`config.mk`:
```
export PLATFORM = sky130hd
export DESIGN_NAME = cc_regwr_decoder_flat
export DESIGN_NICKNAME = d
export VERILOG_FILES = /design/src/rtl/cc_regwr_decoder_if.sv /design/src/rtl/cc_regwr_decoder.sv /design/src/flat_wrapper.sv
export SDC_FILE = /design/constraint.sdc
export NUM_CORES = 1
export LEC_CHECK = 0
export CAP_MARGIN = 10
export CORE_MARGIN = 5
export CORE_UTILIZATION = 53
export CTS_BUF_LIST = sky130_fd_sc_hd__clkbuf_16
export DETAILED_ROUTE_END_ITERATION = 6
export PLACE_DENSITY = 0.89
export REMOVE_ABC_BUFFERS = 1
export SYNTH_ARGS = -nofsm -noshare
export SYNTH_HDL_FRONTEND = slang
export SYNTH_SLANG_ARGS = --single-unit
```
`constraint.sdc`:
```
create_clock -name CC_REGWRDEC_CLOCK_50 -period 2.75 [get_ports CC_REGWRDEC_CLOCK_50]
set_input_delay 0.275 -clock CC_REGWRDEC_CLOCK_50 [delete_from_list [all_inputs] [get_ports CC_REGWRDEC_CLOCK_50]]
set_output_delay 0.275 -clock CC_REGWRDEC_CLOCK_50 [all_outputs]
set_load 0.02 [all_outputs]
```
`src/rtl/cc_regwr_decoder_if.sv`:
```
// Issue/commit handshake and register-bank drive bundle for cc_regwr_decoder.
interface cc_regwr_decoder_if #(
  parameter int unsigned DATAWIDTH_DECODER_SELECTION = 4,
  parameter int unsigned DATAWIDTH_DECODER_OUT       = 16
);

  logic                                   CC_REGWRDEC_IssueValid_In;
  logic [DATAWIDTH_DECODER_SELECTION-1:0] CC_REGWRDEC_IssueSel_InBUS;
  logic                                   CC_REGWRDEC_IssueAck_Out;
  logic                                   CC_REGWRDEC_IssueNack_Out;
  logic                                   CC_REGWRDEC_CommitValid_In;
  logic [DATAWIDTH_DECODER_SELECTION-1:0] CC_REGWRDEC_CommitSel_InBUS;
  logic                                   CC_REGWRDEC_Direct_In;
  logic                                   CC_REGWRDEC_Flush_In;
  logic                                   CC_REGWRDEC_ErrClr_In;
  logic [DATAWIDTH_DECODER_OUT-1:0]       CC_REGWRDEC_Load_OutBUS;
  logic [DATAWIDTH_DECODER_OUT-1:0]       CC_REGWRDEC_Busy_OutBUS;
  logic [1:0]                             CC_REGWRDEC_ErrCode_OutBUS;

  // Control unit side: issues reservations and commits.
  modport master (
    output CC_REGWRDEC_IssueValid_In,
    output CC_REGWRDEC_IssueSel_InBUS,
    input  CC_REGWRDEC_IssueAck_Out,
    input  CC_REGWRDEC_IssueNack_Out,
    output CC_REGWRDEC_CommitValid_In,
    output CC_REGWRDEC_CommitSel_InBUS,
    output CC_REGWRDEC_Direct_In,
    output CC_REGWRDEC_Flush_In,
    output CC_REGWRDEC_ErrClr_In,
    input  CC_REGWRDEC_Load_OutBUS,
    input  CC_REGWRDEC_Busy_OutBUS,
    input  CC_REGWRDEC_ErrCode_OutBUS
  );

  // Decoder side.
  modport slave (
    input  CC_REGWRDEC_IssueValid_In,
    input  CC_REGWRDEC_IssueSel_InBUS,
    output CC_REGWRDEC_IssueAck_Out,
    output CC_REGWRDEC_IssueNack_Out,
    input  CC_REGWRDEC_CommitValid_In,
    input  CC_REGWRDEC_CommitSel_InBUS,
    input  CC_REGWRDEC_Direct_In,
    input  CC_REGWRDEC_Flush_In,
    input  CC_REGWRDEC_ErrClr_In,
    output CC_REGWRDEC_Load_OutBUS,
    output CC_REGWRDEC_Busy_OutBUS,
    output CC_REGWRDEC_ErrCode_OutBUS
  );

endinterface

```
`src/rtl/cc_regwr_decoder.sv`:
```
// Register-file write-select decoder with a per-register write scoreboard.
// Issue reserves a destination, commit fires one registered load strobe.
module cc_regwr_decoder #(
  parameter int unsigned                     DATAWIDTH_DECODER_SELECTION = 4,
  parameter int unsigned                     DATAWIDTH_DECODER_OUT       = 16,
  parameter int unsigned                     NUM_REGS                    = 14,
  parameter logic [DATAWIDTH_DECODER_OUT-1:0] PROTECT_MASK               = 16'h0001,
  parameter bit                              ACTIVE_LOW                  = 1'b1
) (
  input  logic               CC_REGWRDEC_CLOCK_50,
  input  logic               CC_REGWRDEC_RESET_InHigh,
  cc_regwr_decoder_if.slave  bus
);

  localparam int unsigned SEL_W = DATAWIDTH_DECODER_SELECTION;
  localparam int unsigned OUT_W = DATAWIDTH_DECODER_OUT;

  localparam logic [OUT_W-1:0] LOAD_IDLE = ACTIVE_LOW ? {OUT_W{1'b1}} : {OUT_W{1'b0}};

  localparam logic [1:0] ERR_NONE  = 2'b00;
  localparam logic [1:0] ERR_RANGE = 2'b01;
  localparam logic [1:0] ERR_PROT  = 2'b10;
  localparam logic [1:0] ERR_HAZ   = 2'b11;

  // One-hot decode; selects beyond the load-line count decode to zero.
  function automatic logic [OUT_W-1:0] sel_onehot(input logic [SEL_W-1:0] sel);
    logic [OUT_W-1:0] v;
    v = '0;
    for (int unsigned i = 0; i < OUT_W; i++) begin
      if (SEL_W'(i) == sel) v[i] = 1'b1;
    end
    return v;
  endfunction

  logic             clk;
  logic             rst;
  assign clk = CC_REGWRDEC_CLOCK_50;
  assign rst = CC_REGWRDEC_RESET_InHigh;

  logic [OUT_W-1:0] r_busy;
  logic [OUT_W-1:0] r_load;
  logic             r_ack;
  logic             r_nack;
  logic [1:0]       r_err;

  logic [OUT_W-1:0] w_iss_oh;
  logic             w_iss_oor;
  logic             w_iss_prot;
  logic             w_iss_busy;
  logic             w_iss_ok;
  logic [1:0]       w_iss_err;

  logic [OUT_W-1:0] w_cmt_oh;
  logic             w_cmt_oor;
  logic             w_cmt_prot;
  logic             w_cmt_busy;
  logic             w_cmt_ok;
  logic [1:0]       w_cmt_err;

  logic [OUT_W-1:0] w_busy_nxt;
  logic [1:0]       w_new_err;

  // Issue-side legality and reject cause, checked against pre-edge Busy.
  always_comb begin
    w_iss_oh   = sel_onehot(bus.CC_REGWRDEC_IssueSel_InBUS);
    w_iss_oor  = 32'(bus.CC_REGWRDEC_IssueSel_InBUS) >= NUM_REGS;
    w_iss_prot = |(PROTECT_MASK & w_iss_oh);
    w_iss_busy = |(r_busy & w_iss_oh);
    w_iss_ok   = 1'b0;
    w_iss_err  = ERR_NONE;
    if (bus.CC_REGWRDEC_IssueValid_In) begin
      if (w_iss_oor)       w_iss_err = ERR_RANGE;
      else if (w_iss_prot) w_iss_err = ERR_PROT;
      else if (w_iss_busy) w_iss_err = ERR_HAZ;
      else                 w_iss_ok  = 1'b1;
    end
  end

  // Commit-side legality; Direct skips the reservation requirement.
  always_comb begin
    w_cmt_oh   = sel_onehot(bus.CC_REGWRDEC_CommitSel_InBUS);
    w_cmt_oor  = 32'(bus.CC_REGWRDEC_CommitSel_InBUS) >= NUM_REGS;
    w_cmt_prot = |(PROTECT_MASK & w_cmt_oh);
    w_cmt_busy = |(r_busy & w_cmt_oh);
    w_cmt_ok   = 1'b0;
    w_cmt_err  = ERR_NONE;
    if (bus.CC_REGWRDEC_CommitValid_In) begin
      if (w_cmt_oor)                                        w_cmt_err = ERR_RANGE;
      else if (w_cmt_prot)                                  w_cmt_err = ERR_PROT;
      else if (!bus.CC_REGWRDEC_Direct_In && !w_cmt_busy)   w_cmt_err = ERR_HAZ;
      else                                                  w_cmt_ok  = 1'b1;
    end
  end

  // Scoreboard update: flush, then commit release, then issue reservation wins.
  always_comb begin
    w_busy_nxt = bus.CC_REGWRDEC_Flush_In ? '0 : r_busy;
    if (w_cmt_ok) w_busy_nxt = w_busy_nxt & ~w_cmt_oh;
    if (w_iss_ok) w_busy_nxt = w_busy_nxt | w_iss_oh;
    w_new_err = (w_iss_err != ERR_NONE) ? w_iss_err : w_cmt_err;
  end

  // Registered outputs: scoreboard, strobes, handshake pulses, sticky error.
  always_ff @(posedge clk or posedge rst) begin
    if (rst) begin
      r_busy <= '0;
      r_load <= LOAD_IDLE;
      r_ack  <= 1'b0;
      r_nack <= 1'b0;
      r_err  <= ERR_NONE;
    end else begin
      r_busy <= w_busy_nxt;
      r_load <= w_cmt_ok ? (LOAD_IDLE ^ w_cmt_oh) : LOAD_IDLE;
      r_ack  <= w_iss_ok;
      r_nack <= bus.CC_REGWRDEC_IssueValid_In && !w_iss_ok;
      if ((w_new_err != ERR_NONE) && ((r_err == ERR_NONE) || bus.CC_REGWRDEC_ErrClr_In))
        r_err <= w_new_err;
      else if (bus.CC_REGWRDEC_ErrClr_In)
        r_err <= ERR_NONE;
    end
  end

  assign bus.CC_REGWRDEC_Load_OutBUS    = r_load;
  assign bus.CC_REGWRDEC_Busy_OutBUS    = r_busy;
  assign bus.CC_REGWRDEC_IssueAck_Out   = r_ack;
  assign bus.CC_REGWRDEC_IssueNack_Out  = r_nack;
  assign bus.CC_REGWRDEC_ErrCode_OutBUS = r_err;

endmodule

```
`src/flat_wrapper.sv`:
```
// flat-port wrapper written by rule: the top's interface ports become plain ports
module cc_regwr_decoder_flat 
#(
  parameter int unsigned                     DATAWIDTH_DECODER_SELECTION = 4,
  parameter int unsigned                     DATAWIDTH_DECODER_OUT       = 16,
  parameter int unsigned                     NUM_REGS                    = 14,
  parameter logic [DATAWIDTH_DECODER_OUT-1:0] PROTECT_MASK               = 16'h0001,
  parameter bit                              ACTIVE_LOW                  = 1'b1
)
  (CC_REGWRDEC_CLOCK_50, CC_REGWRDEC_RESET_InHigh, bus_CC_REGWRDEC_IssueValid_In, bus_CC_REGWRDEC_IssueSel_InBUS, bus_CC_REGWRDEC_IssueAck_Out, bus_CC_REGWRDEC_IssueNack_Out, bus_CC_REGWRDEC_CommitValid_In, bus_CC_REGWRDEC_CommitSel_InBUS, bus_CC_REGWRDEC_Direct_In, bus_CC_REGWRDEC_Flush_In, bus_CC_REGWRDEC_ErrClr_In, bus_CC_REGWRDEC_Load_OutBUS, bus_CC_REGWRDEC_Busy_OutBUS, bus_CC_REGWRDEC_ErrCode_OutBUS);
  cc_regwr_decoder_if #(.DATAWIDTH_DECODER_SELECTION(DATAWIDTH_DECODER_SELECTION), .DATAWIDTH_DECODER_OUT(DATAWIDTH_DECODER_OUT)) bus_i ();
  input  logic CC_REGWRDEC_CLOCK_50;
  input  logic CC_REGWRDEC_RESET_InHigh;
  input wire logic [$bits(bus_i.CC_REGWRDEC_IssueValid_In)-1:0] bus_CC_REGWRDEC_IssueValid_In;
  input wire logic [$bits(bus_i.CC_REGWRDEC_IssueSel_InBUS)-1:0] bus_CC_REGWRDEC_IssueSel_InBUS;
  output wire logic [$bits(bus_i.CC_REGWRDEC_IssueAck_Out)-1:0] bus_CC_REGWRDEC_IssueAck_Out;
  output wire logic [$bits(bus_i.CC_REGWRDEC_IssueNack_Out)-1:0] bus_CC_REGWRDEC_IssueNack_Out;
  input wire logic [$bits(bus_i.CC_REGWRDEC_CommitValid_In)-1:0] bus_CC_REGWRDEC_CommitValid_In;
  input wire logic [$bits(bus_i.CC_REGWRDEC_CommitSel_InBUS)-1:0] bus_CC_REGWRDEC_CommitSel_InBUS;
  input wire logic [$bits(bus_i.CC_REGWRDEC_Direct_In)-1:0] bus_CC_REGWRDEC_Direct_In;
  input wire logic [$bits(bus_i.CC_REGWRDEC_Flush_In)-1:0] bus_CC_REGWRDEC_Flush_In;
  input wire logic [$bits(bus_i.CC_REGWRDEC_ErrClr_In)-1:0] bus_CC_REGWRDEC_ErrClr_In;
  output wire logic [$bits(bus_i.CC_REGWRDEC_Load_OutBUS)-1:0] bus_CC_REGWRDEC_Load_OutBUS;
  output wire logic [$bits(bus_i.CC_REGWRDEC_Busy_OutBUS)-1:0] bus_CC_REGWRDEC_Busy_OutBUS;
  output wire logic [$bits(bus_i.CC_REGWRDEC_ErrCode_OutBUS)-1:0] bus_CC_REGWRDEC_ErrCode_OutBUS;
  assign bus_i.CC_REGWRDEC_IssueValid_In = bus_CC_REGWRDEC_IssueValid_In;
  assign bus_i.CC_REGWRDEC_IssueSel_InBUS = bus_CC_REGWRDEC_IssueSel_InBUS;
  assign bus_CC_REGWRDEC_IssueAck_Out = bus_i.CC_REGWRDEC_IssueAck_Out;
  assign bus_CC_REGWRDEC_IssueNack_Out = bus_i.CC_REGWRDEC_IssueNack_Out;
  assign bus_i.CC_REGWRDEC_CommitValid_In = bus_CC_REGWRDEC_CommitValid_In;
  assign bus_i.CC_REGWRDEC_CommitSel_InBUS = bus_CC_REGWRDEC_CommitSel_InBUS;
  assign bus_i.CC_REGWRDEC_Direct_In = bus_CC_REGWRDEC_Direct_In;
  assign bus_i.CC_REGWRDEC_Flush_In = bus_CC_REGWRDEC_Flush_In;
  assign bus_i.CC_REGWRDEC_ErrClr_In = bus_CC_REGWRDEC_ErrClr_In;
  assign bus_CC_REGWRDEC_Load_OutBUS = bus_i.CC_REGWRDEC_Load_OutBUS;
  assign bus_CC_REGWRDEC_Busy_OutBUS = bus_i.CC_REGWRDEC_Busy_OutBUS;
  assign bus_CC_REGWRDEC_ErrCode_OutBUS = bus_i.CC_REGWRDEC_ErrCode_OutBUS;
  cc_regwr_decoder #(.DATAWIDTH_DECODER_SELECTION(DATAWIDTH_DECODER_SELECTION), .DATAWIDTH_DECODER_OUT(DATAWIDTH_DECODER_OUT), .NUM_REGS(NUM_REGS), .PROTECT_MASK(PROTECT_MASK), .ACTIVE_LOW(ACTIVE_LOW)) u_core (.CC_REGWRDEC_CLOCK_50(CC_REGWRDEC_CLOCK_50), .CC_REGWRDEC_RESET_InHigh(CC_REGWRDEC_RESET_InHigh), .bus(bus_i));
endmodule
```
Yosys cells after proc, flatten, opt, wreduce, memory -nomap -nowiden
Index checks and enable logic that the tools add are counted.
{ "op_classes": {"order_cmp": 2, "n_reduce_logical": 15, "bitwise_logic": 5, "eq_ne": 30, "mux": 55} }
{ "op_table": {"columns": ["operator", "count"], "rows": [
  ["$eq A4 B4 Y1 const A", 16],
  ["$mux W16", 4],
  ["$and A16 B16 Y16", 3],
  ["$mux W1", 40],
  ["$eq A3 B4 Y1 const A", 8],
  ["$reduce_or A16 Y1", 2],
  ["$mux W2", 11],
  ["$eq A2 B4 Y1 const A", 4],
  ["$not A16 Y16", 1],
  ["$or A16 B16 Y16", 1],
  ["$eq A1 B4 Y1 const A", 2],
  ["$ge A4 B4 Y1 const B", 2],
  ["$logic_not A4 Y1", 2],
  ["$reduce_bool A2 Y1", 3],
  ["$logic_and A1 B1 Y1", 3],
  ["$logic_not A1 Y1", 3],
  ["$logic_not A2 Y1", 1],
  ["$logic_or A1 B1 Y1", 1]
]} }
{ "totals": {"regBits": 36, "inputBits": 15, "elab_cells": 112, "out_inout_bits": 36} }

Longest topological paths before layout
Gate-level depths: netlist of run 1.
{ "depth": {"word_depth": 14, "depth_mapped": 7, "depth_no_buf": 5} }

Least setup slack after synthesis of run 1
Ideal clock, no wire load.
{ "synth_path": {"kind": "flip-flop to flip-flop", "start": "reg u_core.r_busy[7], in the netlist u_core.bus.CC_REGWRDEC_Busy_OutBUS[7]", "end": "reg u_core.r_busy[12], in the netlist u_core.bus.CC_REGWRDEC_Busy_OutBUS[12]", "setup_time_ps": 96, "arrival_time_ps": 1777, "required_time_ps": 2654, "path_buffers": 1, "period_less_slack_ps": 1872, "path_stages_with_launch": 7, "path_slack_ps": 878, "cell_sequence": "dfrtp_1 > mux4_2 > and2_1 > a211oi_4 > buf_6 > a21oi_2 > o32ai_2"} }
{ "synth_between": {"elab_chain_len": 11, "elab_cells_between_ends": 17, "cone_classes": "mux: 10; bitwise: 3; reduce/logical: 4"} }
{ "synth_rtl": {"columns": ["item", "line", "rtl"], "rows": [
  ["from (decl)", "cc_regwr_decoder.sv:40", "logic [OUT_W-1:0] r_busy;"],
  ["from (signal assigned)", "cc_regwr_decoder.sv:112", "r_busy <= w_busy_nxt;"],
  ["$and A16 B16 Y16", "cc_regwr_decoder.sv:84", "w_cmt_busy = |(r_busy & w_cmt_oh);"],
  ["$reduce_or A16 Y1", "cc_regwr_decoder.sv:84", null],
  ["$logic_not A1 Y1", "cc_regwr_decoder.sv:90", "else if (!bus.CC_REGWRDEC_Direct_In && !w_cmt_busy) w_cmt_err = ERR_HAZ;"],
  ["$logic_and A1 B1 Y1", "cc_regwr_decoder.sv:90", null],
  ["$mux W1", "cc_regwr_decoder.sv:90", null],
  ["$mux W1", "cc_regwr_decoder.sv:89", "else if (w_cmt_prot) w_cmt_err = ERR_PROT;"],
  ["$mux W1", "cc_regwr_decoder.sv:88", "if (w_cmt_oor) w_cmt_err = ERR_RANGE;"],
  ["$mux W1", "cc_regwr_decoder.sv:87", "if (bus.CC_REGWRDEC_CommitValid_In) begin"],
  ["$mux W16", "cc_regwr_decoder.sv:98", "if (w_cmt_ok) w_busy_nxt = w_busy_nxt & ~w_cmt_oh;"],
  ["$or A16 B16 Y16", "cc_regwr_decoder.sv:99", "if (w_iss_ok) w_busy_nxt = w_busy_nxt | w_iss_oh;"],
  ["$mux W16 *", "cc_regwr_decoder.sv:99", null],
  ["via u_core.w_busy_nxt[12]", "cc_regwr_decoder.sv:60", "logic [OUT_W-1:0] w_busy_nxt;"]
]} }
Mark *: on every way through the listed nets, which the timed path passes. The rest lies on a longest branch.
A chain may end at the register's enable or synchronous reset.

Worst setup path in the final report of run 1
{ "layout_path": {"start": "in bus_CC_REGWRDEC_IssueSel_InBUS[3]", "end": "reg u_core.r_busy[6], in the netlist u_core.bus.CC_REGWRDEC_Busy_OutBUS[6]"} }
{ "layout_between": {"elab_chain_len": 9, "elab_cells_between_ends": 41, "cone_classes": "order compare: 1; eq/ne: 15; mux: 21; bitwise: 2; reduce/logical: 2"} }
{ "layout_rtl": {"columns": ["item", "line", "rtl"], "rows": [
  ["from (decl)", "flat_wrapper.sv:15", "input wire logic [$bits(bus_i.CC_REGWRDEC_IssueSel_InBUS)-1:0] bus_CC_REGWRDEC_IssueSel_InBUS;"],
  ["$eq A1 B4 Y1, or another cell as far along", "cc_regwr_decoder.sv:30", "if (SEL_W'(i) == sel) v[i] = 1'b1;"],
  ["$mux W1", "cc_regwr_decoder.sv:30", null],
  ["$and A16 B16 Y16", "cc_regwr_decoder.sv:68", "w_iss_busy = |(r_busy & w_iss_oh);"],
  ["$reduce_or A16 Y1", "cc_regwr_decoder.sv:68", null],
  ["$mux W1", "cc_regwr_decoder.sv:74", "else if (w_iss_busy) w_iss_err = ERR_HAZ;"],
  ["$mux W1", "cc_regwr_decoder.sv:73", "else if (w_iss_prot) w_iss_err = ERR_PROT;"],
  ["$mux W1", "cc_regwr_decoder.sv:72", "if (w_iss_oor) w_iss_err = ERR_RANGE;"],
  ["$mux W1", "cc_regwr_decoder.sv:71", "if (bus.CC_REGWRDEC_IssueValid_In) begin"],
  ["$mux W16 *", "cc_regwr_decoder.sv:99", null],
  ["via u_core.w_busy_nxt[6]", "cc_regwr_decoder.sv:60", null]
]} }
Marks and branches as above.

==> flow_summary.json, run 1 <==
{
  "whs_ns": 0.4092,
  "die_h_um": 71.56,
  "stdcell_area_mm2": 0.002771,
  "synth_edf_count": 0,
  "ys_seq_elements": 36,
  "grt_pass1_vias": 1785,
  "ant_nets": 0,
  "cts_tree": "yes",
  "cts_buffers": 5,
  "cts_root_buffer": "clkbuf_16",
  "crit_fanout": 9,
  "critical_path_class": "input pin to register",
  "start_util_pct": 54.85,
  "outcome": "complete, no violations",
  "fin_nets": 279,
  "grt_use_total_pct": 23.20,
  "finalMaxSlewViolations": 0,
  "p_per_area_mw_per_mm2": 511.6,
  "cap_viol_max_count": 0,
  "ios": 51,
  "peakVddDrop_v": 0.0003579,
  "cts_resized": 0,
  "synthTopCellsByCount": "inv_1 (23), dfrtp_1 (20), dfstp_2 (16)",
  "yosysTopAreaCellShare_pct": 24.92,
  "ys_warn_count": 0,
  "grt-ovfl-total": 0,
  "grt_pass1_wl_um": 9163,
  "ctsHoldBuffers": 0,
  "fmax_ghz": 0.4364,
  "clock_skew_ns": 0.002586,
  "min_period_ns": 2.292,
  "setup-tns-final_ns": 0,
  "routabilityCongestion": 0.9223,
  "start_kind": "input pin",
  "yosysUniqueCellTypes": 53,
  "ys.flop_type": "dfrtp_1",
  "worst_pin_slew_ns": 0.6795,
  "grt_max_degree": 37,
  "cp-end-kind": "register",
  "clock_path_buffers": 2,
  "dr.first_iter.drc_count": 100,
  "area_delta_synth_final_pct": 38.01,
  "fin_crit_sh_pct": 83.33,
  "chipWidth_um": 71.56,
  "gr-usage-met2_pct": 36.53,
  "htree_levels": 2,
  "drt_wl_total_um": 5613,
  "hold_class": "input pin to async pin",
  "async_flop_share_pct": 100.0,
  "n_antenna_cell": 0,
  "cts.sinks": 36,
  "numPortBuffers": 50,
  "route.detailed.drc": 0,
  "num-fill-cells": 257,
  "yosysMostFrequentCell": "inv_1",
  "num_vias": 1854,
  "wire_per_inst_um": 17.93,
  "worstPathArrival_ns": 2.46,
  "rsz0062_at_grt": "false",
  "yosys-top-cells-area": "dfrtp_1 (25%), dfstp_2 (21%), o32ai_1 (4.4%)",
  "rows": 22,
  "yosysTopAreaCell": "dfrtp_1",
  "worstSkewPairLatency_ns": 0.28,
  "hold_viol_final": 0,
  "dieArea_mm2": 0.005120,
  "drive_gt1_share_pct": 17.74,
  "crit_path_max_incr_delay_ns": 0.54,
  "path_cells": "clkdlybuf4s50_1, buf_4, a311o_1, a21oi_1, a211o_1, o211ai_1, o32ai_1",
  "grtUsageMet3_pct": 6.311,
  "required_ns": 2.92,
  "gr-usage-met1_pct": 29.88,
  "syn_area_per_cell_um2": 9.844,
  "antenna_found_initial": 0,
  "first_pass_iters": 5,
  "top_usage_layer": "met2",
  "dp_hpwl_um": 3951,
  "placement.cell_area_mm2": 0.002608,
  "cts_setup_buffers": 0,
  "viasPerCell": 5.923,
  "core_mm2": 0.003661,
  "maxSlewHeadroom_pct": 54.56,
  "path_buf_inv": 2,
  "setup_viol": 0,
  "ys_seq_area_share_pct": 45.86,
  "cp_slowest_cell": "clkdlybuf4s50_1",
  "leakagePower_nw": 1.079,
  "cpLargestDelayFamily": "compound AO/OA/AOI/OAI gates",
  "syn_area_mm2": 0.002008,
  "synthCells": 204,
  "path_clk_slew_ns": 0.05
}
## layout by cell type, fill, tap and decap left out, types with 3 or more instances in the layout
master,count
dfrtp_1,20
clkdlybuf4s50_1,50
nand2_1,14
nand3_1,14
a21oi_1,11
buf_4,11
o32ai_2,4
dfstp_2,16
a21oi_2,3
o32ai_1,10
clkbuf_16,5
nor2b_1,9
mux2i_1,5
nand2b_1,12
conb_1,3
nor2_1,6
inv_1,24
and2_1,4
and3_1,3
## worst min-delay path: cells and delay by family
kind	cells	cell delay, ns
buf+inv	3	0.84
## per-layer routing
layer  vias to the layer above  share of wire, %
met4                         0               2.5
li1                        851                 -
met5                         -                 0
met1                       886                41
met3                        14               8.8
met2                       103                48
## flip-flops by register name (all words and copies together), names as in the netlist
signal and count:
u_core.bus.CC_REGWRDEC_IssueAck_Out 1, u_core.bus.CC_REGWRDEC_Busy_OutBUS 16, u_core.bus.CC_REGWRDEC_Load_OutBUS 16, u_core.bus.CC_REGWRDEC_IssueNack_Out 1, u_core.bus.CC_REGWRDEC_ErrCode_OutBUS 2
## final cells by class
class,count,area [um^2],area share (%)
Clock buffer,5,125.1,4.515
Clock inverter,3,38.79,1.400
Inverter,23,86.33,3.115
Multi-Input combinational cell,137,957.2,34.54
Sequential cell,36,920.9,33.23
Tap cell,48,60.06,2.167
Timing Repair Buffer,61,583.1,21.04
## where the power goes
part,switching (mW),internal [mW]
clock,0.201,0.422
sequential,0.0137,0.551
combinational,0.130,0.0991
total,0.346,1.07
## final timing paths
kind / end / from / slack [ns] / cells past startpoint
setup reg to reg: u_core.bus.CC_REGWRDEC_Busy_OutBUS[4] / u_core.bus.CC_REGWRDEC_Busy_OutBUS[7] / 0.77 / 6
hold / removal: u_core.bus.CC_REGWRDEC_Busy_OutBUS[11] / CC_REGWRDEC_RESET_InHigh / 0.41 / 3
hold reg to reg: u_core.bus.CC_REGWRDEC_Busy_OutBUS[15] / u_core.bus.CC_REGWRDEC_Busy_OutBUS[15] / 0.59 / 1
setup / recovery: u_core.bus.CC_REGWRDEC_Busy_OutBUS[6] / bus_CC_REGWRDEC_IssueSel_InBUS[3] / 0.46 / 7
max in group asynchronous: u_core.bus.CC_REGWRDEC_Load_OutBUS[9] / CC_REGWRDEC_RESET_InHigh / 2.00 / 3
min in group CC_REGWRDEC_CLOCK_50: u_core.bus.CC_REGWRDEC_Busy_OutBUS[15] / u_core.bus.CC_REGWRDEC_Busy_OutBUS[15] / 0.59 / 1
## cells by family after synthesis
logic type | Yosys count | share of synthesized area (%)
simple gates | 71 | 19.07
compound gates | 56 | 23.86
flops | 36 | 45.86
buf+inv | 33 | 6.853
mux | 7 | 4.174
other cells | 1 | 0.1867
## stage by stage
| stage | power (mW) | instances | utilization (%) | worst slack [ns] |
|---|---|---|---|---|
| after floorplan | 0.6835 | 196 | - | 0.7351 |
| after global placement | 0.7946 | 305 | 71.22 | 0.3676 |
| after detailed placement | 0.7975 | 305 | 71.22 | 0.3333 |
| after CTS | 1.425 | 313 | 75.70 | 0.5157 |
| after global routing | 1.468 | 313 | 75.70 | 0.3670 |
| final | 1.418 | 313 | 75.70 | 0.4585 |
Note: power is estimated with default switching activity, not from simulation.
==> inputs of run 2 (changes only) <==
--- a/config.mk
+++ b/config.mk
@@ -7,10 +7,10 @@
 export LEC_CHECK = 0
 export CAP_MARGIN = 10
 export CORE_MARGIN = 5
-export CORE_UTILIZATION = 53
+export CORE_UTILIZATION = 44
 export CTS_BUF_LIST = sky130_fd_sc_hd__clkbuf_16
 export DETAILED_ROUTE_END_ITERATION = 6
-export PLACE_DENSITY = 0.89
+export PLACE_DENSITY = 0.8
 export REMOVE_ABC_BUFFERS = 1
 export SYNTH_ARGS = -nofsm -noshare
 export SYNTH_HDL_FRONTEND = slang
==> constraint.sdc (replaced) <==
create_clock -name CC_REGWRDEC_CLOCK_50 -period 1.9 [get_ports CC_REGWRDEC_CLOCK_50]
set_input_delay 0.19 -clock CC_REGWRDEC_CLOCK_50 [delete_from_list [all_inputs] [get_ports CC_REGWRDEC_CLOCK_50]]
set_output_delay 0.19 -clock CC_REGWRDEC_CLOCK_50 [all_outputs]
set_load 0.02 [all_outputs]
==> run 2 against run 1 <==
Clock power is 24% higher. Sequential share of layout area is 4.1 points lower. Sequential power is 44% higher. Hold slack worse by 0.085 ns. Critical path depth is 1 higher. Cell count is 14% higher.
==> flow_summary.json, run 2 (synthesis results as in run 1) <==
{
  "grt-ovfl-total": 0,
  "setup_viol": 0,
  "required_ns": 2.08,
  "grt_pass1_vias": 1985,
  "rows": 24,
  "outcome": "complete, no violations",
  "worst_pin_slew_ns": 0.6246,
  "clock_path_buffers": 2,
  "leakagePower_nw": 1.316,
  "num_vias": 1967,
  "start_kind": "input pin",
  "min_period_ns": 1.896,
  "path_clk_slew_ns": 0.05,
  "clock_skew_ns": 0.001780,
  "p_per_area_mw_per_mm2": 628.9,
  "timing.rr.end": "u_core.bus.CC_REGWRDEC_Busy_OutBUS[12]",
  "dr.first_iter.drc_count": 199,
  "drt_wl_total_um": 6144,
  "regArea_um2": 920.9,
  "critical_path_class": "input pin to register",
  "fin_nets": 319,
  "whs_ns": 0.3239,
  "crit_path_max_incr_delay_ns": 0.61,
  "rsz0062_at_grt": "true",
  "routabilityCongestion": 0.9298,
  "htree_levels": 2,
  "dieArea_mm2": 0.006015,
  "ant_nets": 0,
  "dp_hpwl_um": 4642,
  "peakVddDrop_v": 0.0003870,
  "crit_fanout": 6,
  "hold_class": "input pin to async pin",
  "numPortBuffers": 50,
  "maxSlewHeadroom_pct": 58.23,
  "fmax_ghz": 0.5274,
  "drive_gt1_share_pct": 32.46,
  "r2r-start": "u_core.bus.CC_REGWRDEC_Busy_OutBUS[6]",
  "grt_use_total_pct": 20.56,
  "worstSkewPairLatency_ns": 0.28,
  "chipWidth_um": 77.56,
  "first_pass_iters": 4,
  "num-fill-cells": 311,
  "cp_common_cell": "buf_6",
  "timing.reg2reg.setup_slack_ns": 0.01,
  "cap_viol_max_count": 0,
  "antenna_found_initial": 0,
  "start_util_pct": 45.80,
  "mostFrequentLayoutCells": "clkdlybuf4s50_1 (46), buf_4 (46), inv_1 (24), dfrtp_1 (20), dfstp_2 (16)",
  "route.detailed.drc": 0,
  "pre_cts_ws_ns": -0.3666,
  "grt_max_degree": 37,
  "wire_per_inst_um": 17.21,
  "cts_buffers": 5,
  "cp-end-kind": "register",
  "path_cells": "clkdlybuf4s50_1, mux4_2, and2_4, a211oi_4, buf_6, buf_6, a21oi_2, o32ai_2",
  "core_mm2": 0.004384,
  "placement.cell_area_mm2": 0.002883,
  "finalMaxSlewViolations": 0,
  "fin_crit_sh_pct": 99.79,
  "stdcell_area_mm2": 0.003166,
  "multi_input_area_mm2": 0.001045,
  "finalWorstSetupSlack_ns": 0.004080,
  "area_delta_synth_final_pct": 57.63,
  "cts_root_buffer": "clkbuf_16",
  "viasPerCell": 5.510,
  "cp_slowest_cell": "clkdlybuf4s50_1",
  "reg2reg_depth": 7,
  "grt_pass1_wl_um": 9901,
  "worstPathArrival_ns": 2.07,
  "cts.sinks": 36,
  "hold_viol_final": 0,
  "ios": 51,
  "cts_tree": "yes",
  "n_antenna_cell": 0,
  "die_h_um": 77.56
}
-- run 2: worst max-delay path by stage --
stage,start,end,slack [ns],cells after the start
final,bus_CC_REGWRDEC_CommitSel_InBUS[1],u_core.bus.CC_REGWRDEC_Busy_OutBUS[12],0.004,8
after global routing,bus_CC_REGWRDEC_CommitSel_InBUS[1],u_core.bus.CC_REGWRDEC_Busy_OutBUS[2],-0.06,9
after CTS,u_core.bus.CC_REGWRDEC_Busy_OutBUS[6],u_core.bus.CC_REGWRDEC_Busy_OutBUS[4],-0.01,6
after detailed placement,bus_CC_REGWRDEC_IssueSel_InBUS[0],u_core.bus.CC_REGWRDEC_Busy_OutBUS[1],-0.37,6
after global placement,bus_CC_REGWRDEC_CommitSel_InBUS[0],u_core.bus.CC_REGWRDEC_ErrCode_OutBUS[0],-0.29,7
after floorplan,u_core.bus.CC_REGWRDEC_Busy_OutBUS[7],u_core.bus.CC_REGWRDEC_Busy_OutBUS[1],-0.11,5
-- run 2: metrics by stage --
step | setup TNS (ns) | instances | utilization, % | power (mW)
detailed placement | -7.057 | 345 | 65.75 | 1.204
finish | 0 | 357 | 72.20 | 1.991
global placement | -5.755 | 345 | 65.75 | 1.198
CTS | -0.009967 | 356 | 69.86 | 1.985
global route | -0.5390 | 357 | 72.20 | 2.075
floorplan | -0.8370 | 196 | - | 0.9893
-- run 2: final cells by class --
| class | instances | share of cell area [%] |
|---|---|---|
| Sequential cell | 36 | 29.09 |
| Tap cell | 52 | 2.055 |
| Multi-Input combinational cell | 137 | 33.00 |
| Clock inverter | 3 | 0.4743 |
| Clock buffer | 5 | 3.953 |
| Timing Repair Buffer | 101 | 28.70 |
| Inverter | 23 | 2.727 |
-- run 2: worst max-delay path: cells and delay by family --
| family | cells | cell delay [ns] |
|---|---|---|
| compound gates | 3 | 0.49 |
| mux | 1 | 0.34 |
| buf+inv | 3 | 0.87 |
| simple gates | 1 | 0.18 |
-- run 2: layer usage --
metal,routed length [um],part of all wire [%],up-vias,track usage (%)
met3,522,8.5,9,5.324
met2,3011,49,90,34.01
met4,78,1.3,0,5.670
li1,-,-,931,-
met1,2532,41,937,26.69
met5,0,0,-,0
-- run 2: timing repair --
action	CTS	global route
setup buffers	3	1
resized for setup	5	19
endpoints found under the hold margin	0	0
hold buffers	0	0
endpoints found under the setup margin	9	16
pin swaps	2	5
-- run 2: power breakdown --
| group | internal, mW | switching (mW) | total, mW |
|---|---|---|---|
| Clock | 0.475 | 0.297 | 0.772 |
| Sequential | 0.798 | 0.0167 | 0.815 |
| Combinational | 0.192 | 0.212 | 0.404 |
==> inputs of run 3 (changes only) <==
--- a/config.mk
+++ b/config.mk
@@ -7,11 +7,13 @@
 export LEC_CHECK = 0
 export CAP_MARGIN = 10
 export CORE_MARGIN = 5
-export CORE_UTILIZATION = 44
+export CORE_UTILIZATION = 49
 export CTS_BUF_LIST = sky130_fd_sc_hd__clkbuf_16
 export DETAILED_ROUTE_END_ITERATION = 6
-export PLACE_DENSITY = 0.8
+export PLACE_DENSITY = 0.84
 export REMOVE_ABC_BUFFERS = 1
+export SLEW_MARGIN = 30
 export SYNTH_ARGS = -nofsm -noshare
 export SYNTH_HDL_FRONTEND = slang
 export SYNTH_SLANG_ARGS = --single-unit
+export TNS_END_PERCENT = 5
==> constraint.sdc (replaced) <==
create_clock -name CC_REGWRDEC_CLOCK_50 -period 2.1 [get_ports CC_REGWRDEC_CLOCK_50]
set_input_delay 0.21 -clock CC_REGWRDEC_CLOCK_50 [delete_from_list [all_inputs] [get_ports CC_REGWRDEC_CLOCK_50]]
set_output_delay 0.21 -clock CC_REGWRDEC_CLOCK_50 [all_outputs]
set_load 0.02 [all_outputs]
==> run 3 against run 2 <==
First-iteration DRC count is 16% lower. Final area is 5.5% lower. Die area is 8.9% lower. Non-clock buffer count is 12 lower.
==> flow_summary.json, run 3 (synthesis results as in run 1) <==
{
  "power_mw": 1.778,
  "viasPerCell": 5.630,
  "grt-ovfl-total": 0,
  "utilization_pct": 74.79,
  "crit_fanout": 9,
  "cp_slowest_cell": "clkdlybuf4s50_1",
  "multi_input_area_um2": 975.9,
  "cts_buffers": 5,
  "p_per_area_mw_per_mm2": 594.4,
  "numPortBuffers": 50,
  "mostFrequentLayoutCell": "clkdlybuf4s50_1",
  "top_usage_layer": "met2",
  "grtUsageMet3_pct": 4.324,
  "dieArea_mm2": 0.005479,
  "drive_gt1_share_pct": 26.28,
  "gr-usage-met1_pct": 31.79,
  "path_cells": "clkdlybuf4s50_1, mux4_2, and2_1, a211oi_4, buf_4, a21oi_1, o32ai_2",
  "core_mm2": 0.004000,
  "grt_pass1_vias": 1921,
  "clock_skew_ns": 0.005492,
  "fmax_ghz": 0.5003,
  "grt_use_total_pct": 24.06,
  "htree_levels": 2,
  "routabilityCongestion": 0.9575,
  "n_antenna_cell": 0,
  "cts.sinks": 36,
  "ctsHoldBuffers": 0,
  "grt_pass1_wl_um": 9798,
  "regArea_um2": 920.9,
  "num_vias": 1931,
  "cap_viol_max_count": 0,
  "drt_wl_total_um": 6012,
  "area_delta_synth_final_pct": 48.97,
  "route.detailed.drc": 0,
  "stdcell_area_mm2": 0.002992,
  "chipWidth_um": 74.02,
  "first_pass_iters": 4,
  "wire_per_inst_um": 17.53,
  "cts_tree": "yes",
  "dp_hpwl_um": 4549,
  "dr.first_iter.drc_count": 167,
  "finalMaxSlewViolations": 0,
  "worst_pin_slew_ns": 0.6790,
  "worstPathArrival_ns": 2.17,
  "required_ns": 2.27,
  "ios": 51,
  "gr-usage-met2_pct": 39.86,
  "fin_nets": 307,
  "hold_viol_final": 0,
  "rows": 23,
  "cpLargestDelayFamily": "buffers and inverters",
  "grt_max_degree": 37,
  "path_clk_slew_ns": 0.06,
  "setup_viol": 0,
  "num-fill-cells": 305,
  "clock_path_buffers": 2,
  "min_period_ns": 1.999,
  "cts_resized": 0,
  "maxSlewHeadroom_pct": 54.59,
  "ant_nets": 0,
  "placement.cell_area_mm2": 0.002833,
  "path_buf_inv": 2,
  "antenna_found_initial": 0,
  "critical_path_class": "input pin to register",
  "hold_class": "input pin to async pin",
  "fin_crit_sh_pct": 95.18,
  "cp-end-kind": "register",
  "rsz0062_at_grt": "false",
  "peakVddDrop_v": 0.0004337,
  "die_h_um": 74.02,
  "leakagePower_nw": 1.214,
  "cts_root_buffer": "clkbuf_16",
  "mostFrequentLayoutCells": "clkdlybuf4s50_1 (50), buf_4 (38), inv_1 (24), dfrtp_1 (20), dfstp_2 (16)",
  "whs_ns": 0.3474,
  "outcome": "complete, no violations",
  "start_util_pct": 50.20,
  "crit_path_max_incr_delay_ns": 0.54,
  "cts_setup_buffers": 0,
  "worstSkewPairLatency_ns": 0.28,
  "start_kind": "input pin"
}
[run 3: layer usage]
layer	vias up	part of all wire, %
li1	910	-
met1	933	42
met2	77	50
met3	11	6.3
met4	0	2.0
met5	-	0
[run 3: layout make-up]
type | instances | area share [%]
Clock buffer | 5 | 4.182
Clock inverter | 3 | 0.5019
Inverter | 23 | 2.886
Multi-Input combinational cell | 137 | 32.62
Sequential cell | 36 | 30.78
Tap cell | 50 | 2.091
Timing Repair Buffer | 89 | 26.93
[run 3: worst min-delay path: stages]
cell	delay, ns
clkdlybuf4s50_1	0.40
inv_1	0.05
buf_4	0.39
[run 3: through the flow]
stage          setup TNS [ns]  std cells  worst slack, ns
2_1_floorplan               0        196          0.08508
6_report                    0        343           0.1012
3_5_place_dp           -1.939        335          -0.1759
3_3_place_gp           -1.673        335          -0.1428
4_1_cts                     0        343          0.09130
5_1_grt                     0        343          0.02907
[run 3: worst paths after layout]
check,start,to,slack [ns],depth (start not counted)
max reg2reg,u_core.bus.CC_REGWRDEC_Busy_OutBUS[6],u_core.bus.CC_REGWRDEC_Busy_OutBUS[4],0.16,6
max,bus_CC_REGWRDEC_CommitSel_InBUS[0],u_core.bus.CC_REGWRDEC_Busy_OutBUS[4],0.10,7
min,CC_REGWRDEC_RESET_InHigh,u_core.bus.CC_REGWRDEC_Busy_OutBUS[12],0.35,3
min reg2reg,u_core.bus.CC_REGWRDEC_ErrCode_OutBUS[0],u_core.bus.CC_REGWRDEC_ErrCode_OutBUS[0],0.56,2
max in group asynchronous,CC_REGWRDEC_RESET_InHigh,u_core.bus.CC_REGWRDEC_Load_OutBUS[2],1.40,3
min in group CC_REGWRDEC_CLOCK_50,u_core.bus.CC_REGWRDEC_ErrCode_OutBUS[0],u_core.bus.CC_REGWRDEC_ErrCode_OutBUS[0],0.56,2
[run 3: report_power, final]
part / switching (mW) / leakage [nW] / internal (mW) / total (mW)
clock network: 0.271 / 0.0687 / 0.430 / 0.701
registers: 0.0167 / 0.440 / 0.722 / 0.739
logic: 0.179 / 0.706 / 0.160 / 0.339
